<file path="src/rtl/shift_cmd_scheduler_if.sv">
// Button inputs and shifter-side command/status outputs of the shift command scheduler.
// The scheduler connects through the slave modport; the driver of the buttons uses master.
interface shift_cmd_scheduler_if;
    logic       btn_left;
    logic       btn_right;
    logic       shift_left;
    logic       shift_right;
    logic [3:0] rate;
    logic [2:0] q_count;
    logic       busy;
    logic       overflow;

    modport master (
        output btn_left, btn_right,
        input  shift_left, shift_right, rate, q_count, busy, overflow
    );

    modport slave (
        input  btn_left, btn_right,
        output shift_left, shift_right, rate, q_count, busy, overflow
    );
endinterface

</file>
<file path="src/rtl/shift_cmd_scheduler.sv">
// Debounces the left/right buttons, queues press events in a 4-deep FIFO and issues
// spaced single-cycle shift pulses, keeping a mirror of the shifter's one-hot rate.
module shift_cmd_scheduler #(
    parameter int DB_CYCLES  = 4,
    parameter int GAP_CYCLES = 4
) (
    input logic                 clk,
    input logic                 rst,
    shift_cmd_scheduler_if.slave bus
);

    localparam int DBW = (DB_CYCLES > 1) ? $clog2(DB_CYCLES) : 1;
    localparam int GW  = (GAP_CYCLES > 1) ? $clog2(GAP_CYCLES) : 1;
    localparam logic [DBW-1:0] DB_LAST  = DBW'(DB_CYCLES - 1);
    localparam logic [GW-1:0]  GAP_LOAD = GW'(GAP_CYCLES - 1);

    typedef enum logic [1:0] {
        IDLE  = 2'd0,
        ISSUE = 2'd1,
        WAIT  = 2'd2
    } state_t;

    // Index 0 = left button, index 1 = right button.
    logic [1:0]     meta_q;
    logic [1:0]     sync_q;
    logic [1:0]     db_q;
    logic [DBW-1:0] db_cnt_q [2];
    logic [1:0]     press;

    logic [3:0] fifo_q;
    logic [1:0] wr_ptr_q;
    logic [1:0] rd_ptr_q;
    logic [2:0] count_q;
    logic       head;

    state_t        state_q, state_d;
    logic [GW-1:0] gap_q;
    logic [3:0]    rate_q;
    logic          shift_left_q;
    logic          shift_right_q;
    logic          overflow_q;

    logic one_press;
    logic full;
    logic push;
    logic pop;
    logic issue_next;

    // NOTE: all sequential state uses non-blocking assignments so every flop samples
    // pre-edge values; blocking assignments here would chain the synchronizer stages.
    always_ff @(posedge clk or negedge rst) begin
        if (!rst) begin
            meta_q <= '0;
            sync_q <= '0;
            db_q   <= '0;
            for (int i = 0; i < 2; i++) db_cnt_q[i] <= '0;
        end else begin
            meta_q <= {bus.btn_right, bus.btn_left};
            sync_q <= meta_q;
            for (int i = 0; i < 2; i++) begin
                if (sync_q[i] != db_q[i]) begin
                    if (db_cnt_q[i] == DB_LAST) begin
                        db_q[i]     <= sync_q[i];
                        db_cnt_q[i] <= '0;
                    end else begin
                        db_cnt_q[i] <= db_cnt_q[i] + 1'b1;
                    end
                end else begin
                    db_cnt_q[i] <= '0;
                end
            end
        end
    end

    // A press is the cycle in which the debounced level is about to flip 0 -> 1.
    always_comb begin
        for (int i = 0; i < 2; i++) begin
            press[i] = sync_q[i] && !db_q[i] && (db_cnt_q[i] == DB_LAST);
        end
    end

    assign one_press  = press[0] ^ press[1];
    assign full       = (count_q == 3'd4);
    assign push       = one_press && !full;
    assign head       = fifo_q[rd_ptr_q];
    assign issue_next = (state_q == IDLE) && (count_q != 3'd0);

    always_ff @(posedge clk or negedge rst) begin
        if (!rst) begin
            state_q <= IDLE;
        end else begin
            state_q <= state_d;
        end
    end

    // NOTE: every output of this block gets a default first, so no path leaves a
    // value held and no latch is inferred.
    always_comb begin
        state_d = state_q;
        pop     = 1'b0;
        unique case (state_q)
            IDLE:    if (count_q != 3'd0) state_d = ISSUE;
            ISSUE: begin
                pop     = 1'b1;
                state_d = WAIT;
            end
            WAIT:    if (gap_q == '0) state_d = IDLE;
            default: state_d = IDLE;
        endcase
    end

    // NOTE: the FIFO storage is reset too, because a reset must discard queued
    // commands and the storage is only four flops.
    always_ff @(posedge clk or negedge rst) begin
        if (!rst) begin
            fifo_q   <= '0;
            wr_ptr_q <= '0;
            rd_ptr_q <= '0;
            count_q  <= '0;
        end else begin
            if (push) begin
                fifo_q[wr_ptr_q] <= press[0];
                wr_ptr_q         <= wr_ptr_q + 2'd1;
            end
            if (pop) rd_ptr_q <= rd_ptr_q + 2'd1;
            unique case ({push, pop})
                2'b10:   count_q <= count_q + 3'd1;
                2'b01:   count_q <= count_q - 3'd1;
                default: count_q <= count_q;
            endcase
        end
    end

    // Pulses are registered on the IDLE->ISSUE edge so they coincide with ISSUE.
    always_ff @(posedge clk or negedge rst) begin
        if (!rst) begin
            gap_q         <= '0;
            rate_q        <= 4'b0001;
            shift_left_q  <= 1'b0;
            shift_right_q <= 1'b0;
            overflow_q    <= 1'b0;
        end else begin
            shift_left_q  <= issue_next && head;
            shift_right_q <= issue_next && !head;
            overflow_q    <= one_press && full;

            if (state_q == ISSUE) begin
                gap_q <= GAP_LOAD;
            end else if (state_q == WAIT && gap_q != '0) begin
                gap_q <= gap_q - 1'b1;
            end

            if (pop) begin
                if (head) rate_q <= rate_q[3] ? rate_q : {rate_q[2:0], 1'b0};
                else      rate_q <= rate_q[0] ? rate_q : {1'b0, rate_q[3:1]};
            end
        end
    end

    assign bus.shift_left  = shift_left_q;
    assign bus.shift_right = shift_right_q;
    assign bus.rate        = rate_q;
    assign bus.q_count     = count_q;
    assign bus.busy        = (state_q != IDLE) || (count_q != 3'd0);
    assign bus.overflow    = overflow_q;

endmodule

</file>
<file path="src/flat_wrapper.sv">
// flat-port wrapper written by rule: the top's interface ports become plain ports
module shift_cmd_scheduler_flat 
#(
    parameter int DB_CYCLES  = 4,
    parameter int GAP_CYCLES = 4
)
  (clk, rst, bus_btn_left, bus_btn_right, bus_shift_left, bus_shift_right, bus_rate, bus_q_count, bus_busy, bus_overflow);
  shift_cmd_scheduler_if bus_i ();
  input logic clk;
  input logic rst;
  input wire logic [$bits(bus_i.btn_left)-1:0] bus_btn_left;
  input wire logic [$bits(bus_i.btn_right)-1:0] bus_btn_right;
  output wire logic [$bits(bus_i.shift_left)-1:0] bus_shift_left;
  output wire logic [$bits(bus_i.shift_right)-1:0] bus_shift_right;
  output wire logic [$bits(bus_i.rate)-1:0] bus_rate;
  output wire logic [$bits(bus_i.q_count)-1:0] bus_q_count;
  output wire logic [$bits(bus_i.busy)-1:0] bus_busy;
  output wire logic [$bits(bus_i.overflow)-1:0] bus_overflow;
  assign bus_i.btn_left = bus_btn_left;
  assign bus_i.btn_right = bus_btn_right;
  assign bus_shift_left = bus_i.shift_left;
  assign bus_shift_right = bus_i.shift_right;
  assign bus_rate = bus_i.rate;
  assign bus_q_count = bus_i.q_count;
  assign bus_busy = bus_i.busy;
  assign bus_overflow = bus_i.overflow;
  shift_cmd_scheduler #(.DB_CYCLES(DB_CYCLES), .GAP_CYCLES(GAP_CYCLES)) u_core (.clk(clk), .rst(rst), .bus(bus_i));
endmodule
</file>
<file path="config.mk">
export PLATFORM = sky130hd
export DESIGN_NAME = shift_cmd_scheduler_flat
export DESIGN_NICKNAME = d
export VERILOG_FILES = /design/src/rtl/shift_cmd_scheduler_if.sv /design/src/rtl/shift_cmd_scheduler.sv /design/src/flat_wrapper.sv
export SDC_FILE = /design/constraint.sdc
export NUM_CORES = 1
export LEC_CHECK = 0
export ABC_AREA = 1
export CAP_MARGIN = 5
export CORE_MARGIN = 2
export CORE_UTILIZATION = 45
export DETAILED_ROUTE_END_ITERATION = 7
export GPL_ROUTABILITY_DRIVEN = 0
export GPL_TIMING_DRIVEN = 1
export HOLD_SLACK_MARGIN = 0.05
export PLACE_DENSITY = 0.65
export SLEW_MARGIN = 40
export SYNTH_ARGS = -nofsm -noshare
export SYNTH_HDL_FRONTEND = slang
export SYNTH_SLANG_ARGS = --single-unit
</file>
<file path="constraint.sdc">
create_clock -name clk -period 5.69 [get_ports clk]
set_clock_uncertainty 0.1 [all_clocks]
set_input_delay 0.8535 -clock clk [delete_from_list [all_inputs] [get_ports clk]]
set_output_delay 0.8535 -clock clk [all_outputs]
set_load 0.01 [all_outputs]
</file>
==> results of run 1 <==
## where the power goes
group	switching [mW]	leakage, nW	internal [mW]
clock network	0.0724	0.0380	0.0587
registers	0.0487	0.398	0.307
logic	0.209	0.436	0.145
## flip-flops by register name, indices dropped and copies added, names as in the netlist
name and flops:
u_core.wr_ptr_q 2, u_core.meta_q 2, u_core.bus.q_count 3, u_core.gap_q 2, u_core.bus.overflow 1, u_core.bus.rate 4
u_core.bus.shift_left 1, u_core.fifo_q 4, u_core.db_q 2, u_core.db_cnt_q 4, u_core.state_q 2, u_core.rd_ptr_q 2
u_core.bus.shift_right 1, u_core.sync_q 2
## worst reg2reg max path: cells and delay by family, from the launching register on
kind	cells	cell delay, ps
DFF	1	400
AOI/OAI and AO/OA	2	280
xor gates and xnor gates	1	170
adders and majority gates	3	820
buffers and inverters	1	70
and+or+nand+nor	3	430
## per-layer routing
layer  part of all wire  up-vias
li1                   -      539
met1               0.50      485
met2               0.45       18
met3              0.045        4
met4              0.013        0
met5                  0        -
## layout by cell type, fill, tap and decap left out, types with 2 or more instances in the layout
cell and n:
dfrtp_1 31, nand2_1 28, inv_1 24, clkdlybuf4s50_1 14
nor2_1 10, o21ai_0 10, ha_1 10, nand3_2 6
a21oi_1 6, nand3_1 5, nand4_1 5, clkbuf_4 5
xor2_1 4, nor3_1 2, o21ai_1 2, clkinv_2 2
## layout make-up
type	instances	share of cell area
Tap cell	44	0.0312
Sequential cell	32	0.454
Clock buffer	6	0.0290
Inverter	25	0.0531
Multi-Input combinational cell	96	0.343
Clock inverter	2	0.00567
Timing Repair Buffer	15	0.0836
## worst paths after layout
kind,start,endpoint,slack (ps),cells past startpoint
worst max register to register,u_core.db_cnt_q[0]$_DFF_PN0_,u_core.bus.q_count[2]$_DFFE_PN0P_,3320,10
worst min register to register,u_core.meta_q[1]$_DFF_PN0_,u_core.sync_q[1]$_DFF_PN0_,260,0
worst max-delay path,u_core.state_q[1]$_DFFE_PN0P_,bus_busy,3180,3
worst min-delay path,u_core.meta_q[1]$_DFF_PN0_,u_core.sync_q[1]$_DFF_PN0_,260,0
max in group asynchronous,rst,u_core.bus.rate[0]$_DFFE_PN1P_,4350,2
min in group asynchronous,rst,u_core.rd_ptr_q[0]$_DFFE_PN0P_,810,2
## logic make-up after synthesis
kind of cell               synth area share
xor gates and xnor gates             0.0291
and+or+nand+nor                       0.207
DFF                                   0.534
adders and majority gates            0.0966
AOI/OAI and AO/OA                    0.0708
buffers and inverters                0.0624
==> impl_metrics.ini, run 1 <==
[sta]
fmax_mhz = 399
drv_slew = 0
setup_violations = 0
min_period_over_period = 0.441
setup_ws_ps = 3180
worst_slew_pin_slew_ps = 393
rsz0062_at_grt = false
fin_crit_ps = 2510
hold_viol = 0
relSlewSlack = 0.738
hold_ws_ps = 256
final.setup.tns_ps = 0

[floorplanning]
rows = 20
fp.coreArea_um2 = 3100
dieWidth_um = 61.8
start_util = 0.484
die_area_um2 = 3820
ios = 15
die_h_um = 61.8

[clocking]
cts_max_level = 2
post-cts-setup-buffer-count = 0
cts_tree = built
cts.sink_count = 32
cts_resized = 0
clock_latency_ps = 320
cts_buffer_depth = 2
ctsHoldBuffers = 0
clock-root-buffer = clkbuf_4
clk_pin_slew_worst_paths_ps = 100
cts_buffers = 5

[global_route]
grt_busiest_layer = met2
grt_antenna_before_repair = 0
grt_use_met2 = 0.226
grt_pass1_vias = 982
groute.usage.overall = 0.148
grt_use_met1 = 0.197
grt_pass1_wl_um = 4100
grt_use_met3 = 0.0518
grt_remaining_overflow = 0
grt_max_degree = 33

[routing]
drc_errors = 0
dr.pass1.iters = 6
drt_iter0_markers = 36
ant_nets = 0
wirelength_um = 2370
vias = 1046
wire_per_inst_um = 10.8
viasPerCell = 4.75

[cells_and_area]
fillers = 292
seq_area_um2 = 802
drive_gt1_frac = 0.125
final_area_um2 = 1770
multi_input_area_um2 = 607
antenna_cells = 0
instances_no_fill = 220
nNetsFinal = 190
syn_to_final_growth_pct = 17.6
post-route-util = 0.569

[yosys]
ys_top_cells_by_area = dfrtp_1, ha_1, nand2_1, inv_1, nand3_2
synth_edf_count = 0
netlist_instances = 153
synth-seq-cells = 32
yosys.cell_count.top_type = dfrtp_1
syn-mean-instance-area_um2 = 9.82
yosysWarnings = 0
synth_top_area_frac = 0.516
synthTopCellsByCount = dfrtp_1, nand2_1, inv_1
ys_types = 23
synth-main-ff-cell = dfrtp_1
synth_area_um2 = 1500
synth_largest_area_cell = dfrtp_1
async_flop_share = 1.00
yosysSeqAreaShare = 0.534
synth_nets = 168

[setup_path]
path_cells = nor2_1 > nand4_1 > clkdlybuf4s50_1
critPathTopFamily = buffers and inverters
critPathLaunchType = flip-flop
cp_num_buf_inv = 1
worstPathMaxFanout = 3
crit_slowest_cell = clkdlybuf4s50_1
criticalPathCategory = reg2out
critical_path.max_stage_delay_ps = 510
endpoint_kind = output port
worstPathRequired_ps = 4740
critical_path_arrival_ps = 1550

[placed_design]
dp.cells = 212
dp_hpwl_um = 1780
place_area_um2 = 1710
io_buffers = 14
dp_slack_ps = 3360

[outcome]
status = finished clean

[min_path]
worstHoldPathType = reg2reg

[power_and_ir_drop]
ir_drop_mv = 0.305
p_per_area_nw_per_um2 = 476
p_total_uw = 840
power.leakage_nw = 0.872

[flow_run]
drv_cap = 0
Power figures use the tool's default switching activity.
==> inputs of run 2 (changes only) <==
Clock period 5.69 ns to 2.41 ns, I/O delays scaled along.
==> run 2 against run 1 <==
Sequential cell count stayed put. Count of clock-buffer cells in the layout is 1 higher. Cell count is 0.45% higher. Die area stayed put. Hold slack better by 2.4 ps. First-iteration DRC count is 19% lower. Global-route usage is 1.1 points higher. Sequential power is 140% higher. Critical path type is now reg2reg.
==> impl_metrics.ini, run 2 (synthesis results as in run 1) <==
[setup_path]
cp_num_buf_inv = 1
crit_slowest_cell = dfrtp_1
path_cells = ha_1 > nand2_1 > nand2_1 > nand3_2 > ha_1 > inv_1 > fa_1 > a21oi_1 > o21ai_0 > xor2_1
critical_path.max_stage_delay_ps = 390
critPathTopFamily = adder cells
endpoint_kind = flip-flop
critical_path_arrival_ps = 2300
worstPathRequired_ps = 2520
reg2reg_setup_slack_ps = 210
criticalPathCategory = reg2reg
critPathLaunchType = flip-flop
worstPathMaxFanout = 5

[cells_and_area]
antenna_cells = 0
instances_no_fill = 221
drive_gt1_frac = 0.124
final_common_cell = dfrtp_1
nNetsFinal = 191
syn_to_final_growth_pct = 17.3
post-route-util = 0.568
mostFrequentLayoutCells = dfrtp_1, nand2_1, inv_1, clkdlybuf4s50_1

[routing]
wirelength_um = 2500
drc_errors = 0
dr.pass1.iters = 4
drt_iter0_markers = 29
vias = 1013
viasPerCell = 4.58
ant_nets = 0
wire_per_inst_um = 11.3

[outcome]
status = finished clean

[global_route]
groute.usage.overall = 0.159
grt_antenna_before_repair = 0
grt_pass1_vias = 1001
grt_pass1_wl_um = 4310
grt_max_degree = 33
grt_remaining_overflow = 0

[sta]
final.setup.tns_ps = 0
rsz0062_at_grt = false
relSlewSlack = 0.740
fin_crit_ps = 2200
hold_ws_ps = 258
hold_viol = 0
drv_slew = 0
worst_slew_pin_slew_ps = 390
fmax_mhz = 456
min_period_over_period = 0.911
setup_violations = 0

[clocking]
cts_tree = built
ctsHoldBuffers = 0
cts_buffers = 5
cts_max_level = 2
clk_pin_slew_worst_paths_ps = 100
cts_resized = 0
cts_buffer_depth = 2
clock-root-buffer = clkbuf_4
cts.sink_count = 32
clock_latency_ps = 330
post-cts-setup-buffer-count = 0

[placed_design]
dp_hpwl_um = 1840
dp.cells = 213
io_buffers = 14

[power_and_ir_drop]
ir_drop_mv = 0.588
power.leakage_nw = 0.865
p_per_area_nw_per_um2 = 1120

[floorplanning]
dieWidth_um = 61.8
start_util = 0.484
fp.coreArea_um2 = 3100
die_h_um = 61.8
rows = 20
die_area_um2 = 3820
ios = 15

[min_path]
worstHoldPathType = reg2reg

[flow_run]
drv_cap = 0
==> run 2: report_power, final <==
group / switching, mW / leakage (nW) / internal [mW] / total (mW)
clock network: 0.173 / 0.0293 / 0.114 / 0.287
logic: 0.496 / 0.438 / 0.343 / 0.839
registers: 0.115 / 0.398 / 0.725 / 0.841
==> run 2: area by class of cell <==
type                            instances  area, µm²
Timing Repair Buffer                   16        155
Clock buffer                            7       45.0
Tap cell                               44       55.1
Multi-Input combinational cell         96        607
Clock inverter                          1       5.00
Inverter                               25       93.8
Fill cell                             292       1340
Sequential cell                        32        802
==> run 2: metal layers <==
metal,global-route usage,wire length (µm),vias to the layer above
met5,0,0,-
li1,-,-,536
met3,0.0621,108,6
met2,0.238,1090,18
met1,0.210,1250,453
met4,0.0638,48,0
==> run 2: stage by stage <==
step | area [µm²] | setup slack [ps] | power (mW)
final | 1760 | 215 | 1.97
after global routing | 1760 | 2.45 | 2.15
after CTS | 1760 | 165 | 2.00
after detailed placement | 1710 | 232 | 1.69
after global placement | 1710 | 274 | 1.66
after floorplan | 1500 | 308 | 1.43
==> run 2: worst reg2reg max path: cells and delay by family, from the launching register on <==
| family | cells | cell delay, ps |
|---|---|---|
| compound gates | 2 | 260 |
| buf+inv | 1 | 70 |
| fa+ha+maj | 3 | 760 |
| flops | 1 | 390 |
| simple gates | 3 | 350 |
| xor+xnor | 1 | 150 |
==> run 2: worst paths after layout <==
check | endpoint | cells past startpoint | from
max in group asynchronous | u_core.bus.rate[0]$_DFFE_PN1P_ | 2 | rst
hold / removal | u_core.sync_q[0]$_DFF_PN0_ | 0 | u_core.meta_q[0]$_DFF_PN0_
hold reg to reg | u_core.sync_q[0]$_DFF_PN0_ | 0 | u_core.meta_q[0]$_DFF_PN0_
setup / recovery | u_core.bus.q_count[2]$_DFFE_PN0P_ | 10 | u_core.db_cnt_q[0]$_DFF_PN0_
setup reg to reg | u_core.bus.q_count[2]$_DFFE_PN0P_ | 10 | u_core.db_cnt_q[0]$_DFF_PN0_
min in group asynchronous | u_core.sync_q[0]$_DFF_PN0_ | 2 | rst
